===== src/rtl/uart_program_loader.sv =====
// Serial program loader: receives a sync-prefixed 8N1 image into a local buffer,
// then streams it byte by byte into the CPU programming handshake.
module uart_program_loader #(
    parameter int          CLKS_PER_BIT = 16,
    parameter int          RAM_BYTES    = 16,
    parameter logic [7:0]  SYNC_BYTE    = 8'hA5
) (
    input  logic       clk,
    input  logic       clear,
    input  logic       rx,
    input  logic       cpu_ready,
    input  logic       cpu_done,
    output logic       programming,
    output logic [7:0] prog_data,
    output logic       busy,
    output logic       loaded,
    output logic       frame_err,
    output logic       overrun
);

    localparam int PTR_W = (RAM_BYTES > 1) ? $clog2(RAM_BYTES) : 1;
    localparam int CNT_W = $clog2(CLKS_PER_BIT);
    localparam logic [CNT_W-1:0] BIT_LAST  = CNT_W'(CLKS_PER_BIT - 1);
    localparam logic [CNT_W-1:0] HALF_LAST = CNT_W'(CLKS_PER_BIT / 2 - 1);
    localparam logic [PTR_W-1:0] PTR_LAST  = PTR_W'(RAM_BYTES - 1);

    // Handshake: the CPU consumes prog_data on every rising edge where
    // programming=1 and cpu_ready=1; cpu_done ends the load and wins over cpu_ready.

    logic rx_meta, rx_sync;

    always_ff @(posedge clk or posedge clear) begin
        if (clear) begin
            rx_meta <= 1'b1;
            rx_sync <= 1'b1;
        end else begin
            rx_meta <= rx;
            rx_sync <= rx_meta;
        end
    end

    typedef enum logic [2:0] {RX_IDLE, RX_START, RX_DATA, RX_STOP, RX_HOLD} rx_state_t;

    rx_state_t        rx_state, rx_state_nx;
    logic [CNT_W-1:0] rx_cnt, rx_cnt_nx;
    logic [2:0]       rx_bit, rx_bit_nx;
    logic [7:0]       rx_shift, rx_shift_nx;
    logic             rx_valid, rx_valid_nx;
    logic             rx_err, rx_err_nx;

    always_ff @(posedge clk or posedge clear) begin
        if (clear) begin
            rx_state <= RX_IDLE;
            rx_cnt   <= '0;
            rx_bit   <= '0;
            rx_shift <= '0;
            rx_valid <= 1'b0;
            rx_err   <= 1'b0;
        end else begin
            rx_state <= rx_state_nx;
            rx_cnt   <= rx_cnt_nx;
            rx_bit   <= rx_bit_nx;
            rx_shift <= rx_shift_nx;
            rx_valid <= rx_valid_nx;
            rx_err   <= rx_err_nx;
        end
    end

    always_comb begin
        rx_state_nx = rx_state;
        rx_cnt_nx   = rx_cnt + 1'b1;
        rx_bit_nx   = rx_bit;
        rx_shift_nx = rx_shift;
        rx_valid_nx = 1'b0;
        rx_err_nx   = 1'b0;
        case (rx_state)
            RX_IDLE: begin
                rx_cnt_nx = '0;
                if (!rx_sync) rx_state_nx = RX_START;
            end
            RX_START: begin
                // A start bit that is high again at mid-bit was only a glitch.
                if (rx_cnt == HALF_LAST) begin
                    rx_cnt_nx   = '0;
                    rx_bit_nx   = '0;
                    rx_state_nx = rx_sync ? RX_IDLE : RX_DATA;
                end
            end
            RX_DATA: begin
                if (rx_cnt == BIT_LAST) begin
                    rx_cnt_nx   = '0;
                    rx_shift_nx = {rx_sync, rx_shift[7:1]};
                    rx_bit_nx   = rx_bit + 3'd1;
                    if (rx_bit == 3'd7) rx_state_nx = RX_STOP;
                end
            end
            RX_STOP: begin
                if (rx_cnt == BIT_LAST) begin
                    rx_cnt_nx = '0;
                    if (rx_sync) begin
                        rx_valid_nx = 1'b1;
                        rx_state_nx = RX_IDLE;
                    end else begin
                        rx_err_nx   = 1'b1;
                        rx_state_nx = RX_HOLD;
                    end
                end
            end
            RX_HOLD: begin
                rx_cnt_nx = '0;
                if (rx_sync) rx_state_nx = RX_IDLE;
            end
            default: rx_state_nx = RX_IDLE;
        endcase
    end

    typedef enum logic [2:0] {WAIT_SYNC, COLLECT, STREAM, WAIT_DONE, DONE} state_t;

    state_t           state, state_nx;
    logic [PTR_W-1:0] wptr, wptr_nx, rptr, rptr_nx, rptr_inc;
    logic [7:0]       mem [RAM_BYTES];
    logic             buf_we;
    logic             programming_nx, busy_nx, loaded_nx, frame_err_nx, overrun_nx;
    logic [7:0]       prog_data_nx;

    assign rptr_inc = rptr + 1'b1;

    always_ff @(posedge clk) begin
        if (buf_we) mem[wptr] <= rx_shift;
    end

    always_ff @(posedge clk or posedge clear) begin
        if (clear) begin
            state       <= WAIT_SYNC;
            wptr        <= '0;
            rptr        <= '0;
            programming <= 1'b0;
            prog_data   <= '0;
            busy        <= 1'b0;
            loaded      <= 1'b0;
            frame_err   <= 1'b0;
            overrun     <= 1'b0;
        end else begin
            state       <= state_nx;
            wptr        <= wptr_nx;
            rptr        <= rptr_nx;
            programming <= programming_nx;
            prog_data   <= prog_data_nx;
            busy        <= busy_nx;
            loaded      <= loaded_nx;
            frame_err   <= frame_err_nx;
            overrun     <= overrun_nx;
        end
    end

    always_comb begin
        state_nx       = state;
        wptr_nx        = wptr;
        rptr_nx        = rptr;
        programming_nx = programming;
        prog_data_nx   = prog_data;
        loaded_nx      = loaded;
        frame_err_nx   = frame_err | rx_err;
        overrun_nx     = overrun;
        buf_we         = 1'b0;
        case (state)
            WAIT_SYNC: begin
                if (rx_valid && rx_shift == SYNC_BYTE) begin
                    state_nx     = COLLECT;
                    wptr_nx      = '0;
                    frame_err_nx = 1'b0;
                    overrun_nx   = 1'b0;
                end
            end
            COLLECT: begin
                if (rx_valid) begin
                    buf_we  = 1'b1;
                    wptr_nx = wptr + 1'b1;
                    if (wptr == PTR_LAST) begin
                        state_nx       = STREAM;
                        wptr_nx        = '0;
                        rptr_nx        = '0;
                        programming_nx = 1'b1;
                        prog_data_nx   = (wptr == '0) ? rx_shift : mem[0];
                    end
                end
            end
            STREAM: begin
                if (rx_valid) overrun_nx = 1'b1;
                if (cpu_done) begin
                    state_nx       = WAIT_SYNC;
                    programming_nx = 1'b0;
                    prog_data_nx   = '0;
                    loaded_nx      = 1'b0;
                end else if (cpu_ready) begin
                    if (rptr == PTR_LAST) begin
                        state_nx     = WAIT_DONE;
                        prog_data_nx = '0;
                    end else begin
                        rptr_nx      = rptr_inc;
                        prog_data_nx = mem[rptr_inc];
                    end
                end
            end
            WAIT_DONE: begin
                if (rx_valid) overrun_nx = 1'b1;
                prog_data_nx = '0;
                if (cpu_done) begin
                    state_nx       = DONE;
                    programming_nx = 1'b0;
                    loaded_nx      = 1'b1;
                end
            end
            DONE: begin
                if (rx_valid && rx_shift == SYNC_BYTE) begin
                    state_nx  = COLLECT;
                    wptr_nx   = '0;
                    loaded_nx = 1'b0;
                end
            end
            default: state_nx = WAIT_SYNC;
        endcase
        busy_nx = (state_nx == COLLECT) || (state_nx == STREAM) || (state_nx == WAIT_DONE);
    end

endmodule


===== config.mk =====
export PLATFORM = sky130hd
export DESIGN_NAME = uart_program_loader
export DESIGN_NICKNAME = d
export VERILOG_FILES = /design/src/rtl/uart_program_loader.sv
export SDC_FILE = /design/constraint.sdc
export NUM_CORES = 1
export LEC_CHECK = 0
export ABC_AREA = 1
export ABC_CLOCK_PERIOD_IN_PS = 1750
export BUFFER_PORTS_ARGS = -buffer_cell sky130_fd_sc_hd__buf_4
export CAP_MARGIN = 20
export CORE_MARGIN = 3
export CORE_UTILIZATION = 50
export CTS_CLUSTER_SIZE = 40
export DETAILED_ROUTE_END_ITERATION = 12
export PLACE_DENSITY_LB_ADDON = 0.05
export SLEW_MARGIN = 20
export SYNTH_ARGS = -nofsm -noshare
export SYNTH_HDL_FRONTEND = slang
export SYNTH_SLANG_ARGS = --single-unit

===== constraint.sdc =====
create_clock -name clk -period 1.75 [get_ports clk]
set_input_delay 0.0875 -clock clk [delete_from_list [all_inputs] [get_ports clk]]
set_output_delay 0.0875 -clock clk [all_outputs]
set_load 0.05 [all_outputs]

Yosys cells after proc, flatten, opt, wreduce, memory -nomap -nowiden --
Memory sizes are Yosys's and may differ from the RTL's. Cells that the tools add are included.
Storage, ports and cells: memory bits (writable) 128, flip-flop bits (word level) 46, memories kept 1, logic and storage cells 146, output and inout bits 13
Cells by class: muxes and demuxes 61, add/subtract/negate cells 4, reductions and logical operators 26, equality and inequality tests 36, bitwise operators 1
Memories:
- mem | words 16, width 8, rd ports 2, clocked after memory_dff 0, write ports 1, line 121 | logic [7:0] mem [RAM_BYTES];
Operator list (number):
- 3-bit two-way mux | 16
- 8-bit two-way mux | 6
- 4-bit two-way mux | 10
- 2-bit inequality test, second input constant | 15
- 8-bit one-hot mux with 3 select lines | 1
- 3-bit by 2-bit == test with 1-bit output, second input constant | 6
- 1-bit two-way mux | 18
- 4-bit one-hot mux with 2 select lines | 2
- 3-bit one-hot mux with 5 select lines | 1
- 4-bit by 1-bit adder with 4-bit output, second input constant | 3
- 4-bit == test, second input constant | 3
- 3-bit one-hot mux with 4 select lines | 1
- 4-bit one-hot mux with 3 select lines | 1
- 4-bit AND reduction | 3
- 6-bit AND reduction | 2
- 2-bit nonzero test | 5
- 3-bit by 1-bit == test with 1-bit output, second input constant | 3
- 3-bit == test, second input constant | 3
- 3-bit AND reduction | 3
- 8-bit == test, second input constant | 1
- 2-bit OR reduction | 4
- 3-bit logical NOT | 2
- 2-bit by 1-bit inequality test with 1-bit output, second input constant | 3
- 3-bit one-hot mux with 2 select lines | 1
- other kinds (12) | 15

Logic depth before layout (Yosys ltp) --
depth after elaboration 8, mapped depth 11, gate-level depth less buffers 11

Worst setup path after synthesis --
OpenSTA, ideal clock, no wires.
path type register to register, from register state[2], to memory mem[11][0], enable pin, cell stages (with the launch flop) 5, setup time 0.383 ns, period minus slack after synthesis 1.888 ns, path slack -0.138 ns, path buffers 1, arrival 1.504 ns, cell sequence dfrtp_1 buf_2 nor3_2 nand2_1 nor3_1
Between the ends: cells in the longest elaborated chain, start to end 4
Ends and longest elaborated chain:
- start: declaration | line 119 | state_t state, state_nx;
- start signal: assignment | line 144 | state <= state_nx;
- 3-bit by 1-bit == test with 1-bit output | line 166 | case (state)
- 1-bit two-way mux | line 166
- 1-bit two-way mux | line 129 | if (buf_we) mem[wptr] <= rx_shift;
- 1-bit two-way mux (not written as such) | line 129
- end: declaration | line 121
Every way passes these cells.

Worst setup path after layout --
from register state[0], to memory mem[4][6], enable pin
Same word-level chain as after synthesis.

==> flow_summary.json <==
{
  "die_x_um": 131.5,
  "ff_latch_area_sq_um": 5000,
  "ys_ff_latch": 174,
  "cts_tree": "built",
  "cts_buffers": 17,
  "dr.pass1.iters": 7,
  "syn_avg_cell_area_sq_um": 9.691,
  "cp-startpoint": "state[0]$_DFF_PP0_",
  "via_per_inst": 5.189,
  "r2r_setup_slack_ns": 0.05,
  "yosys_most_used_dff": "edfxtp_1",
  "worstSkewPairLatency_ns": 0.43,
  "synth-compound-area-share": 0.03335,
  "fmax_mhz": 588.1,
  "timing.final.crit_share": 0.9716,
  "drt_iter0_markers": 535,
  "startpoint_type": "flip-flop",
  "track_usage": 0.2311,
  "synth-simple-area-share": 0.2288,
  "path_clk_slew_ns": 0.06,
  "wl_per_cell_um": 17.91,
  "whs_ns": 0.06136,
  "synth_top_area_share": 0.4879,
  "fillerInstances": 1325,
  "synth.distinct_cells": 38,
  "post-synth-top-area-cell": "edfxtp_1",
  "holdCritPathClass": "input pin to flip-flop",
  "synth_xor_area_frac": 0.01080,
  "grt_pass1_wl_um": 30750,
  "ff2ff_path_depth": 7,
  "yosysMostFrequentCell": "nand2_1",
  "min_path_cells": 3,
  "port-buffer-count": 17,
  "r2r_end": "mem[4][6]$_DFFE_PP_",
  "synthAdderAreaFrac": 0.01270,
  "drv_cap": 0,
  "pin_count": 18,
  "initial_utilization": 0.5145,
  "end_kind": "flip-flop",
  "synthArstFlopShare": 0.2644,
  "yosysSeqAreaShare": 0.6343,
  "clkSinkCount": 174,
  "dp_hpwl_um": 12880,
  "die_h_um": 131.5,
  "rsz0062_at_grt": "true",
  "min_to": "rptr[0]$_DFFE_PP0P_",
  "slew_headroom": 0.7186,
  "skew_ns": 0.007177,
  "rows": 45,
  "worstMarginPinSlew_ns": 0.4215,
  "antenna_found_initial": 0,
  "synth_nets": 826,
  "root_buffer": "clkbuf_16",
  "detail-route-antenna-nets": 0,
  "critPathKind": "flip-flop to flip-flop",
  "setup_viol": 0,
  "syn_area_sq_um": 7879,
  "post-route-drc-count": 0,
  "status": "completed",
  "grt_max_degree": 36,
  "worst_ep_required_time_ns": 1.89,
  "slew_viol_final": 0,
  "vias": 5749,
  "overflow": 0,
  "die_area_sq_um": 17300,
  "synth_edf_count": 128,
  "synth.area.mux_share": 0,
  "h-tree-depth": 4,
  "min_from": "cpu_ready",
  "diodes": 0,
  "utilization": 0.6205,
  "max-clock-path-buffers": 2,
  "syn_inst": 813,
  "final_layout_size_suffix_gt1_frac": 0.1739,
  "leakage_nw": 4.242,
  "grt_pass1_vias": 5515,
  "core_sq_um": 15310,
  "gp_congestion": 0.9411,
  "crit_fanout": 8,
  "r2r-start": "state[0]$_DFF_PP0_",
  "ir_drop_v": 0.0006670,
  "netlist_top_cells_area": "edfxtp_1, dfrtp_1, nand2_1",
  "area_delta_synth_final_pct": 20.61,
  "p_per_area_nw_per_um2": 941.7,
  "critical_path_arrival_ns": 1.84,
  "multi_input_area_sq_um": 2322,
  "fin_crit_ns": 1.700,
  "totalWireLength_um": 19850,
  "hold_viol_final": 0,
  "synth_top_family_by_area": "simple AND/OR/NAND/NOR gates",
  "synth.top_cells.by_count": "nand2_1, edfxtp_1, inv_1, nand3_1, nor2_1",
  "nNetsFinal": 897,
  "total_power_w": 0.008949,
  "finalSetupTns_ns": 0,
  "yosysWarnings": 0
}
## layout make-up
cell class                 instances  area share
clock inverter                    14     0.01922
timing repair buffer              77     0.08255
multi-input combinational        478      0.2444
clock buffer                      18     0.04516
tap                              211     0.02778
sequential                       174      0.5261
inverter                         136     0.05477
## state kept, by name, indices dropped and copies added, names as in the netlist
signal       flops
wptr             4
rx_sync          1
prog_data        8
rx_err           1
rx_state         3
rx_valid         1
rx_bit           3
mem            128
overrun          1
loaded           1
programming      1
rx_cnt           4
busy             1
rptr             4
rx_meta          1
rx_shift         8
frame_err        1
state            3
## placed cells by master, fill, tap and decap left out, drive strengths merged, types with 3 or more instances in the layout
cell	count
nand2	237
inv	141
edfxtp	128
nand3	118
buf	71
nor2	47
dfrtp	44
a21oi	24
clkbuf	21
o21ai	20
ha	8
nor3	6
nand4	4
xor2	4
bufinv	3
dlygate4sd3	3
clkinvlp	3
clkinv	3
## report_power, final
group          total [W]  switching [W]  internal [W]
clock            0.00390        0.00163       0.00228
sequential       0.00458      0.0000833       0.00450
combinational   0.000463       0.000305      0.000158
## critical path, cell delays in order (launching register included)
cell	delay, ns
dfrtp_1	0.38
inv_1	0.11
nor3_2	0.17
nand2_1	0.11
inv_2	0.11
nand2_1	0.17
nor2_1	0.15
buf_4	0.20
## cells by family after synthesis
logic type      after synthesis
compound gates               48
simple gates                417
xor+xnor                      5
fa+ha+maj                     8
buf+inv                     161
flops                       174
## worst max path at each step
stage / end / slack (ns) / cells past startpoint
2_1_floorplan: mem[11][0]$_DFFE_PP_ / -0.14 / 4
3_3_place_gp: prog_data[7]$_DFFE_PP0P_ / -0.000006 / 8
3_5_place_dp: prog_data[7]$_DFFE_PP0P_ / 0.02 / 8
4_1_cts: prog_data[7]$_DFFE_PP0P_ / -0.004 / 8
5_1_grt: mem[2][1]$_DFFE_PP_ / -0.03 / 7
6_report: mem[4][6]$_DFFE_PP_ / 0.05 / 7
## repair_timing
action | CTS | global route
buffers inserted | 0 | 5
setup endpoints to repair | 1 | 62
hold buffers | 3 | 0
pin swaps | 0 | 2
hold endpoints to repair | 23 | 0
resized for setup | 0 | 25
cloned | 0 | 3
## metal layers
layer / up-vias / wire [um] / global-route usage
met1: 2728 / 8311 / 0.3055
met5: - / 0 / 0
met4: 0 / 373 / 0.07235
met2: 215 / 9959 / 0.3905
li1: 2772 / - / -
met3: 34 / 1201 / 0.04135
## through the flow
stage | std cells | setup WS [ns] | area, sq um
after floorplan | 813 | -0.1376 | 7886
after global placement | 1065 | -0.000006106 | 8652
after detailed placement | 1065 | 0.01529 | 8652
after CTS | 1100 | -0.004357 | 9294
after global routing | 1108 | -0.02633 | 9503
final | 1108 | 0.04964 | 9503
Note: power is estimated with default switching activity, not from simulation.
